`src/rtl/piso_pkg.sv`:
```
// Shared types and helpers for the parallel-in/serial-out serializer.
package piso_pkg;

    typedef enum logic {
        IDLE  = 1'b0,
        SHIFT = 1'b1
    } piso_state_t;

    // Bit-index counter width; never narrower than one bit.
    function automatic int cnt_width(input int w);
        return (w <= 2) ? 1 : $clog2(w);
    endfunction

endpackage

```
`src/rtl/piso_bit_cnt.sv`:
```
// Bit-index counter: clear has priority, wraps to 0 after WIDTH-1.
module piso_bit_cnt
    import piso_pkg::*;
#(
    parameter int WIDTH = 8
) (
    input  logic                        clk,
    input  logic                        rst,
    input  logic                        i_clr,
    input  logic                        i_en,
    output logic [cnt_width(WIDTH)-1:0] o_cnt,
    output logic                        o_tc
);

    localparam int CW = cnt_width(WIDTH);
    localparam logic [CW-1:0] LAST = CW'(WIDTH - 1);

    logic [CW-1:0] r_cnt;
    logic          w_tc;

    assign w_tc  = (r_cnt == LAST);
    assign o_cnt = r_cnt;
    assign o_tc  = w_tc;

    always_ff @(posedge clk) begin
        if (rst) begin
            r_cnt <= '0;
        end else if (i_clr) begin
            r_cnt <= '0;
        end else if (i_en) begin
            r_cnt <= w_tc ? '0 : r_cnt + 1'b1;
        end
    end

endmodule

```
`src/rtl/piso_serializer.sv`:
```
// Parametrised PISO serializer with valid/ready load, stall and
// frame-done pulse; back-to-back frames run without an idle gap.
module piso_serializer
    import piso_pkg::*;
#(
    parameter int WIDTH      = 8,
    parameter bit MSB_FIRST  = 1'b1,
    parameter bit IDLE_LEVEL = 1'b0
) (
    input  logic             clk,
    input  logic             rst,
    input  logic             load_valid,
    output logic             load_ready,
    input  logic [WIDTH-1:0] parallel_in,
    input  logic             shift_en,
    output logic             serial_out,
    output logic             serial_valid,
    output logic             last_bit,
    output logic             busy,
    output logic             done
);

    localparam int CW = cnt_width(WIDTH);

    piso_state_t      r_state;
    piso_state_t      w_next;
    logic [WIDTH-1:0] r_shreg;
    logic [WIDTH-1:0] w_shifted;
    logic             w_next_bit;
    logic             w_first_bit;
    logic             r_sout;
    logic             r_done;
    logic [CW-1:0]    w_idx;
    logic             w_tc;
    logic             w_xfer;
    logic             w_consume;
    logic             w_last_consume;

    assign w_xfer         = load_valid && load_ready;
    assign w_consume      = (r_state == SHIFT) && shift_en;
    assign w_last_consume = w_consume && w_tc;

    assign w_shifted   = MSB_FIRST ? {r_shreg[WIDTH-2:0], 1'b0}
                                   : {1'b0, r_shreg[WIDTH-1:1]};
    assign w_next_bit  = MSB_FIRST ? w_shifted[WIDTH-1] : w_shifted[0];
    assign w_first_bit = MSB_FIRST ? parallel_in[WIDTH-1] : parallel_in[0];

    piso_bit_cnt #(
        .WIDTH (WIDTH)
    ) u_cnt (
        .clk   (clk),
        .rst   (rst),
        .i_clr (w_xfer),
        .i_en  (w_consume),
        .o_cnt (w_idx),
        .o_tc  (w_tc)
    );

    always_ff @(posedge clk) begin
        if (rst) begin
            r_state <= IDLE;
        end else begin
            r_state <= w_next;
        end
    end

    always_comb begin
        w_next = r_state;
        unique case (r_state)
            IDLE: begin
                if (w_xfer) w_next = SHIFT;
            end
            SHIFT: begin
                if (w_last_consume && !w_xfer) w_next = IDLE;
            end
            default: w_next = IDLE;
        endcase
    end

    always_comb begin
        load_ready   = 1'b0;
        serial_valid = 1'b0;
        busy         = 1'b0;
        last_bit     = 1'b0;
        unique case (r_state)
            IDLE: begin
                load_ready = !rst;
            end
            SHIFT: begin
                serial_valid = 1'b1;
                busy         = 1'b1;
                last_bit     = w_tc;
                load_ready   = !rst && w_tc && shift_en;
            end
            default: ;
        endcase
    end

    // A reload on the last consume takes priority over the idle drop.
    always_ff @(posedge clk) begin
        if (rst) begin
            r_shreg <= '0;
            r_sout  <= IDLE_LEVEL;
            r_done  <= 1'b0;
        end else begin
            r_done <= w_last_consume;
            if (w_xfer) begin
                r_shreg <= parallel_in;
                r_sout  <= w_first_bit;
            end else if (w_consume) begin
                r_shreg <= w_shifted;
                r_sout  <= w_tc ? IDLE_LEVEL : w_next_bit;
            end
        end
    end

    assign serial_out = r_sout;
    assign done       = r_done;

    logic w_unused;
    assign w_unused = ^w_idx;

endmodule

```
`config.mk`:
```
export PLATFORM = sky130hd
export DESIGN_NAME = piso_serializer
export DESIGN_NICKNAME = d
export VERILOG_FILES = /design/src/rtl/piso_pkg.sv /design/src/rtl/piso_bit_cnt.sv /design/src/rtl/piso_serializer.sv
export SDC_FILE = /design/constraint.sdc
export NUM_CORES = 1
export LEC_CHECK = 0
export BUFFER_PORTS_ARGS = -buffer_cell sky130_fd_sc_hd__buf_2
export CORE_UTILIZATION = 49
export DETAILED_ROUTE_END_ITERATION = 8
export PLACE_DENSITY = 0.73
export SYNTH_ARGS = -nofsm -noshare
export SYNTH_HDL_FRONTEND = slang
export SYNTH_SLANG_ARGS = --single-unit
```
`constraint.sdc`:
```
create_clock -name clk -period 2.3 [get_ports clk]
set_clock_uncertainty 0.2 [all_clocks]
set_input_delay 0.115 -clock clk [delete_from_list [all_inputs] [get_ports clk]]
set_output_delay 0.115 -clock clk [all_outputs]
set_load 0.05 [all_outputs]
```
==> reports/results.ini, run 1 <==
[outcome]
status=finished clean

[critical_path]
r2r_cells=6
worst-path-max-fanout=8
reg2reg_to=r_state
end_kind=register
arrival_ns=2.14
rr_startpoint=u_cnt.o_cnt[0]
cp-start-kind=register
ff2ff_setup_slack_ns=0.18
critical_path_class=register to register
required_ns=2.32

[final_layout]
layoutNonFillerInstCount=110
fillers=97
drive_above_1_share_pct=31.3
fin_nets=111
n_antenna_cell=0
area_growth_pct=27.3

[floorplanning]
die_area_um2=1520
rows=12
core_area_um2=1190
pin_count=18
die_h_um=38.9
start_util_pct=56.3
die_w_um=38.9

[global_routing]
antenna_found_initial=0
first_global_vias=532
grt_pass1_wl_um=2310
grt_remaining_overflow=0
grt_use_total_pct=23.0
grt_max_degree=15

[cts]
cts_tree=yes
cts-root-buf=clkbuf_4
cts.clk_slew.worst_paths_ns=0.08
clock-sinks=13
htree_levels=1
clk-insertion-delay-late_ns=0.27
numCtsBuffers=3
clock_path_buffers=2
cts_resized=0

[sta]
fmax_mhz=472
drv_slew=0
relSlewSlack_pct=70.0
final_hold_viol_count=0
period_share_pct=92.2
finalSetupViolations=0
grt_setup_unrepaired=false
finalSetupTns_ns=0
tightest_slew_ns=0.449
fin_crit_ns=2.12

[synth]
synth_cell_type_count=26
yosys_warnings=0
avgSynthCellArea_um2=9.28
yosysSeqAreaShare_pct=39.0
syn-cell-area_um2=668
synth_fp_nets=86
yosys_register_bits=13
syn_inst=72

[placement]
place.gp.congestion=0.682
port_buffers=17
hpwl_um=883
placed_cells=97

[route]
ant_nets=0
dr.pass1.iters=4
drt_iter0_drc=12
vias=617
drcViolationCount=0
via_per_inst=5.61
wire_per_inst_um=13.1
wl_um=1440

[hold_path]
holdCritStartpoint=parallel_in[7]
hold_end=serial_out
hold_path_depth=4
hold_class=primary input to register

[power_and_ir_drop]
peakVddDrop_mv=0.396
p_leak_nw=0.416
p_per_area_nw_per_um2=576

[flow_run]
drv_cap=0

## layout make-up
class	instances	area, um^2	share of cell area, %
Inverter	7	26.3	3.09
Timing Repair Buffer	26	175	20.6
Sequential cell	13	260	30.6
Tap cell	14	17.5	2.06
Multi-Input combinational cell	46	345	40.6
Clock buffer	4	26.3	3.09
## layout by cell type, fill, tap and decap left out, drive strengths merged
cell type    instances
nor2                 5
a31o                 1
nand2                1
and2                 2
clkbuf               4
nor3                 3
a21bo                1
dfxtp               13
a21oi                1
nor3b                1
ha                   2
mux2i                2
dlygate4sd3          9
nand2b               1
a211oi               8
a21boi               1
o21ai                1
nor2b                2
inv                  7
buf                 17
and4b                2
and3                 6
a221oi               6
## metal layers
| metal | part of all wire [%] | global-route usage, % | vias to the layer above |
|---|---|---|---|
| li1 | - | - | 311 |
| met1 | 47 | 27.3 | 289 |
| met2 | 49 | 38.8 | 15 |
| met3 | 2.7 | 3.47 | 2 |
| met4 | 0.77 | 12.9 | 0 |
| met5 | 0 | 0 | - |
## power by group
part           internal, mW  leakage (nW)  switching (mW)
clock                0.0672        0.0150          0.0741
combinational        0.0455         0.294          0.0551
sequential            0.238         0.107         0.00951
## critical path, stage by stage, from the launching register on
cell and delay [ns]:
dfxtp_1 0.34, ha_1 0.20, ha_1 0.27, a21boi_0 0.37, nor2_1 0.07, nor2_1 0.08
dlygate4sd3_1 0.54
## cells in the mapped netlist
library cell / instances / area, um^2
nor3b_1: 1 / 7.51
and2_1: 1 / 6.26
inv_1: 7 / 26.3
a21oi_1: 1 / 5.00
ha_1: 2 / 25.0
buf_2: 2 / 10.0
and4b_1: 1 / 10.0
nor2b_1: 2 / 12.5
buf_6: 1 / 11.3
a21boi_0: 1 / 7.51
buf_4: 1 / 7.51
mux2i_1: 2 / 20.0
a211oi_1: 8 / 60.1
nor2_1: 5 / 18.8
and2_4: 1 / 8.76
o21ai_0: 1 / 5.00
nor3_1: 3 / 15.0
and3_2: 6 / 45.0
nand2b_1: 1 / 6.26
clkbuf_1: 2 / 7.51
a31o_2: 1 / 8.76
dfxtp_1: 13 / 260
and4b_2: 1 / 11.3
a21bo_4: 1 / 16.3
a221oi_1: 6 / 52.6
nand2_1: 1 / 3.75
## cells by family after synthesis
kind of cell / Yosys count / synth area share [%]
adder cells (fa/ha/maj): 2 / 3.74
AO/OA/AOI/OAI: 19 / 23.2
flip-flops: 13 / 39.0
multiplexers: 2 / 3.00
buffers and inverters: 13 / 9.36
AND/OR/NAND/NOR: 23 / 21.7
## metrics by stage
step | total power [mW] | hold WS [ns] | utilization (%) | cell area, um^2 | worst slack [ns]
2_1_floorplan | 0.321 | -0.00573 | - | 668 | 0.450
3_3_place_gp | 0.339 | 0.153 | 61.9 | 734 | 0.534
3_5_place_dp | 0.341 | 0.159 | 61.9 | 734 | 0.501
4_1_cts | 0.493 | 0.0640 | 71.7 | 851 | 0.213
5_1_grt | 0.515 | 0.126 | 71.7 | 851 | 0.0715
6_report | 0.490 | 0.0809 | 71.7 | 851 | 0.180
## flip-flops by register name, summed over array words and instances (netlist names)
register and cells:
serial_out 1, u_cnt.o_cnt 3, r_state 1, done 1
r_shreg 7
## worst max-delay path by stage
stage | from | end | slack (ns) | cells past startpoint
2_1_floorplan | u_cnt.o_cnt[0] | load_ready | 0.45 | 4
3_3_place_gp | u_cnt.o_cnt[0] | r_shreg[0] | 0.53 | 5
3_5_place_dp | u_cnt.o_cnt[0] | r_shreg[0] | 0.50 | 5
4_1_cts | u_cnt.o_cnt[0] | r_state | 0.21 | 6
5_1_grt | u_cnt.o_cnt[0] | r_state | 0.07 | 6
6_report | u_cnt.o_cnt[0] | r_state | 0.18 | 6
## timing repair
item                                   in CTS  in global routing
hold buffers                                9                  0
endpoints found under the hold margin      10                  0
buffers inserted                            0                  0
No activity file was read; power rests on OpenSTA's default activity.
==> run 2, diff against run 1 <==
--- a/config.mk
+++ b/config.mk
@@ -5,10 +5,13 @@
 export SDC_FILE = /design/constraint.sdc
 export NUM_CORES = 1
 export LEC_CHECK = 0
+export ABC_AREA = 1
 export BUFFER_PORTS_ARGS = -buffer_cell sky130_fd_sc_hd__buf_2
-export CORE_UTILIZATION = 49
+export CELL_PAD_IN_SITES_DETAIL_PLACEMENT = 2
+export CELL_PAD_IN_SITES_GLOBAL_PLACEMENT = 2
+export CORE_UTILIZATION = 28
 export DETAILED_ROUTE_END_ITERATION = 8
-export PLACE_DENSITY = 0.73
+export PLACE_DENSITY = 0.74
 export SYNTH_ARGS = -nofsm -noshare
 export SYNTH_HDL_FRONTEND = slang
 export SYNTH_SLANG_ARGS = --single-unit
==> reports/results.ini, run 2 <==
[outcome]
status=finished clean

[final_layout]
multi_input_area_um2=390
area_growth_pct=21.6
final_cell_mix=34 x nand2_1, 17 x buf_2, 13 x dfxtp_1
layout.cells.most_common=nand2_1
drive_above_1_share_pct=31.6
fillers=282
n_antenna_cell=0
register_area_um2=260
largest_register_ffs=7
fin_nets=132
top_register=r_shreg
utilization_pct=37.6

[cts]
htree_levels=1
clock-sinks=13
clk-insertion-delay-late_ns=0.29
numCtsBuffers=3
cts_tree=yes
cts-root-buf=clkbuf_4
clock_path_buffers=2
cts.clk_slew.worst_paths_ns=0.09
post_cts_buffers=0

[global_routing]
grt_max_degree=14
grt_use_total_pct=18.0
grt_pass1_wl_um=3420
antenna_found_initial=0
grt_remaining_overflow=0
first_global_vias=711

[route]
via_per_inst=4.84
vias=702
ant_nets=0
wire_per_inst_um=13.7
dr.pass1.iters=1
drt_iter0_drc=0
drcViolationCount=0
wl_um=1980

[power_and_ir_drop]
p_switching_mw=0.164
p_per_area_nw_per_um2=575
combinationalPowerShare_pct=20.3
p_leak_nw=0.406
peakVddDrop_mv=0.204
swShare_pct=32.8
clkPwrFrac_pct=30.8
p_int_mw=0.337
seqPwrFrac_pct=48.9

[sta]
drv_slew=0
fmax_mhz=460
relSlewSlack_pct=69.8
grt_setup_unrepaired=false
fin_crit_ns=2.17
period_share_pct=94.4
finalSetupViolations=0
tightest_slew_ns=0.453
finalSetupTns_ns=0
final_hold_viol_count=0

[critical_path]
required_ns=2.34
end_kind=register
worst-path-max-fanout=9
critical_path_class=register to register
arrival_ns=2.21
cp-start-kind=register

[synth]
yosys_warnings=0
synth_flop_cell=dfxtp_1
synth.most_common_cell=nand2_1
synth_cell_type_count=20
synth_fp_nets=110
syn_inst=96
synthTopCellsByArea=dfxtp_1 36%, nand2_1 18%, a21oi_2 9.8%
synthTopCellsByCount=34 x nand2_1, 13 x dfxtp_1, 9 x inv_1
yosys_register_bits=13
syn-cell-area_um2=717
yosysSeqAreaShare_pct=36.3
yosysTopAreaCellShare_pct=36.3
avgSynthCellArea_um2=7.47
async_flop_share_pct=0
synth_edf_count=0
yosysTopAreaCell=dfxtp_1

[floorplanning]
die_h_um=52.6
die_w_um=52.6
rows=17
die_area_um2=2770
start_util_pct=30.9
pin_count=18
core_area_um2=2320

[placement]
place.gp.congestion=0.699
port_buffers=17
hpwl_um=1460

[hold_path]
hold_class=primary input to register

[flow_run]
drv_cap=0

-- run 2: cell count changes after synthesis, sizes merged, moves of 4 or more --
cell / delta
nand3: +5
a221oi: -6
nand2: +34
a211oi: -8
inv: +4
nand4: +7
a21oi: +10
and3: -6
-- run 2: final timing paths --
| path | from | end | slack (ns) | cells after the start |
|---|---|---|---|---|
| setup / recovery | u_cnt.o_cnt[0] | r_shreg[0] | 0.13 | 9 |
| hold / removal | parallel_in[5] | r_shreg[5] | 0.01 | 5 |
| setup reg to reg | u_cnt.o_cnt[0] | r_shreg[0] | 0.13 | 9 |
| hold reg to reg | u_cnt.o_cnt[1] | u_cnt.o_cnt[1] | 0.28 | 2 |
-- run 2: logic make-up (layout without fill, tap and decap cells) --
family                   Yosys count  after routing  synth area share, %
AO/OA/AOI/OAI                     12             12                 13.6
adder cells (fa/ha/maj)            2              2                 3.49
buffers and inverters             15             36                 10.3
flip-flops                        13             13                 36.3
AND/OR/NAND/NOR                   54             54                 36.3
-- run 2: worst max-delay path, cell delays in order, from the launching register on --
cell and delay [ns]:
dfxtp_1 0.37, ha_1 0.16, ha_2 0.21, nand3_2 0.13, nand2_4 0.15, inv_2 0.07, nor2_4 0.09, nand3_2 0.08
a21oi_2 0.11, dlygate4sd3_1 0.55
-- run 2: layer usage --
metal / vias up / track usage (%) / routed length (um)
li1: 354 / - / -
met1: 337 / 21.3 / 879
met2: 7 / 30.4 / 1020
met3: 4 / 3.48 / 37
met4: 0 / 9.21 / 42
met5: - / 0 / 0
-- run 2: power by group through the flow --
stage          Sequential (mW)  Combinational, mW  Clock (mW)
4_1_cts                  0.245              0.103       0.164
2_1_floorplan            0.257             0.0649           0
3_5_place_dp             0.250             0.0992           0
6_report                 0.245              0.101       0.154
5_1_grt                  0.247              0.114       0.177
3_3_place_gp             0.249             0.0956           0
-- run 2: final cells by class --
| cell class | count | area share [%] |
|---|---|---|
| Tap cell | 28 | 4.02 |
| Sequential cell | 13 | 29.8 |
| Clock buffer | 4 | 3.01 |
| Timing Repair Buffer | 20 | 13.2 |
| Multi-Input combinational cell | 68 | 44.8 |
| Inverter | 12 | 5.16 |
-- run 2: per-stage QoR --
stage | hold WS [ns] | power, mW | worst slack (ns) | cell area [um^2] | std cells
floorplan | 0.0478 | 0.321 | 0.371 | 717 | 96
global route | 0.0414 | 0.537 | 0.000415 | 872 | 145
global placement | 0.182 | 0.345 | 0.568 | 808 | 138
detailed placement | 0.190 | 0.349 | 0.487 | 808 | 138
CTS | 0.00748 | 0.511 | 0.0343 | 865 | 145
finish | 0.0101 | 0.501 | 0.128 | 872 | 145
-- run 2: what timing repair did --
item / 4_1_cts / 5_1_grt
resized for setup: 0 / 2
setup endpoints to repair: 0 / 1
endpoints found under the hold margin: 2 / 0
hold buffers: 3 / 0
==> run 3, diff against run 2 <==
--- a/config.mk
+++ b/config.mk
@@ -10,6 +10,7 @@
 export CELL_PAD_IN_SITES_DETAIL_PLACEMENT = 2
 export CELL_PAD_IN_SITES_GLOBAL_PLACEMENT = 2
 export CORE_UTILIZATION = 28
+export CTS_BUF_LIST = sky130_fd_sc_hd__clkbuf_16
 export DETAILED_ROUTE_END_ITERATION = 8
 export PLACE_DENSITY = 0.74
 export SYNTH_ARGS = -nofsm -noshare
==> reports/results.ini, run 3 (synthesized netlist as in run 2, its figures left out) <==
[critical_path]
rr_startpoint=u_cnt.o_cnt[0]
critical_path_class=register to output pin
ff2ff_setup_slack_ns=0.51
worst-path-max-fanout=9
crit_slowest_cell=dfxtp_1
cp_num_buf_inv=2
reg2reg_to=r_shreg[6]
required_ns=1.99
cpPeakStageDelay_ns=0.36
worstPathCellList=ha_1 -> ha_1 -> nand3_2 -> nand2_2 -> inv_2 -> nor2_4 -> buf_2
arrival_ns=1.77
crit_top_cell=ha_1
end_kind=output pin
cp-start-kind=register
r2r_cells=8
critPathTopFamily=adder cells

[global_routing]
grt_max_degree=14
first_global_vias=756
grt_remaining_overflow=0
antenna_found_initial=0
grt_use_total_pct=18.4
grt_pass1_wl_um=3560

[final_layout]
final_cell_mix=34 x nand2_1, 17 x buf_2, 13 x dfxtp_1
fin_nets=131
utilization_pct=39.1
layoutNonFillerInstCount=144
layout.cells.most_common=nand2_1
design_area_um2=907
largest_register_ffs=7
n_antenna_cell=0
drive_above_1_share_pct=31.0
top_register=r_shreg
area_growth_pct=26.5

[cts]
clock-sinks=13
clock_path_buffers=2
cts-root-buf=clkbuf_16
cts.clk_slew.worst_paths_ns=0.05
holdBufCountCts=2
post_cts_buffers=0
numCtsBuffers=3
cts_tree=yes
cts_resized=0
htree_levels=1
clk-insertion-delay-late_ns=0.24

[power_and_ir_drop]
total_power_mw=0.675
p_leak_nw=0.429
p_per_area_nw_per_um2=744
peakVddDrop_mv=0.313

[floorplanning]
core_area_um2=2320
die_h_um=52.6
die_w_um=52.6
pin_count=18
rows=17
start_util_pct=30.9
die_area_um2=2770

[sta]
grt_setup_unrepaired=false
finalSetupViolations=0
drv_slew=0
tightest_slew_ns=0.452
finalSetupTns_ns=0
fin_crit_ns=2.08
period_share_pct=90.4
fmax_mhz=481
relSlewSlack_pct=69.8
final_hold_viol_count=0

[hold_path]
hold_path_depth=5
hold_end=r_shreg[5]
holdCritStartpoint=parallel_in[5]
hold_class=primary input to register

[placement]
placed_cells=138
hpwl_um=1460
place_area_um2=808
place.gp.congestion=0.699
port_buffers=17

[outcome]
status=finished clean

[route]
wire_per_inst_um=14.4
drcViolationCount=0
ant_nets=0
via_per_inst=4.97
vias=715
drt_iter0_drc=3
wl_um=2080
dr.pass1.iters=4

[flow_run]
drv_cap=0

-- run 3: stage by stage --
step | worst slack [ns] | hold slack [ns]
after CTS | 0.196 | 0.0530
after detailed placement | 0.487 | 0.190
after global routing | 0.0790 | 0.0633
after floorplan | 0.371 | 0.0478
after global placement | 0.568 | 0.182
final | 0.220 | 0.0533
-- run 3: worst max-delay path by stage --
stage	slack, ns	depth (start not counted)	end	startpoint
after floorplan	0.37	6	r_shreg[0]	r_state
after global placement	0.57	7	load_ready	u_cnt.o_cnt[0]
after detailed placement	0.49	7	load_ready	u_cnt.o_cnt[0]
after CTS	0.20	7	load_ready	u_cnt.o_cnt[0]
after global routing	0.08	7	load_ready	u_cnt.o_cnt[0]
final	0.22	7	load_ready	u_cnt.o_cnt[0]
-- run 3: area by class of cell --
cell class	count	area, um^2
Clock buffer	3	75.1
Clock inverter	1	3.75
Fill cell	275	1410
Inverter	12	45.0
Multi-Input combinational cell	68	383
Sequential cell	13	260
Tap cell	28	35.0
Timing Repair Buffer	19	105
-- run 3: worst register-to-register path, stage by stage, from the launching register on --
cell and delay, ns:
dfxtp_1 0.36, ha_1 0.16, ha_1 0.24, nand3_2 0.12
nand2_2 0.20, nand3_4 0.15, nand2_1 0.10, nand2_1 0.07
a21oi_2 0.12
-- run 3: where the power goes --
part           switching [mW]  total [mW]  internal [mW]
clock                  0.0979       0.327          0.230
sequential            0.00812       0.245          0.237
combinational          0.0701       0.102         0.0317
-- run 3: metal layers --
| layer | global-route usage [%] | up-vias | wire [um] |
|---|---|---|---|
| met5 | 0 | - | 0 |
| met4 | 7.46 | 0 | 16 |
| met3 | 3.48 | 2 | 43 |
| met2 | 31.9 | 9 | 1130 |
| met1 | 22.0 | 354 | 889 |
| li1 | - | 350 | - |
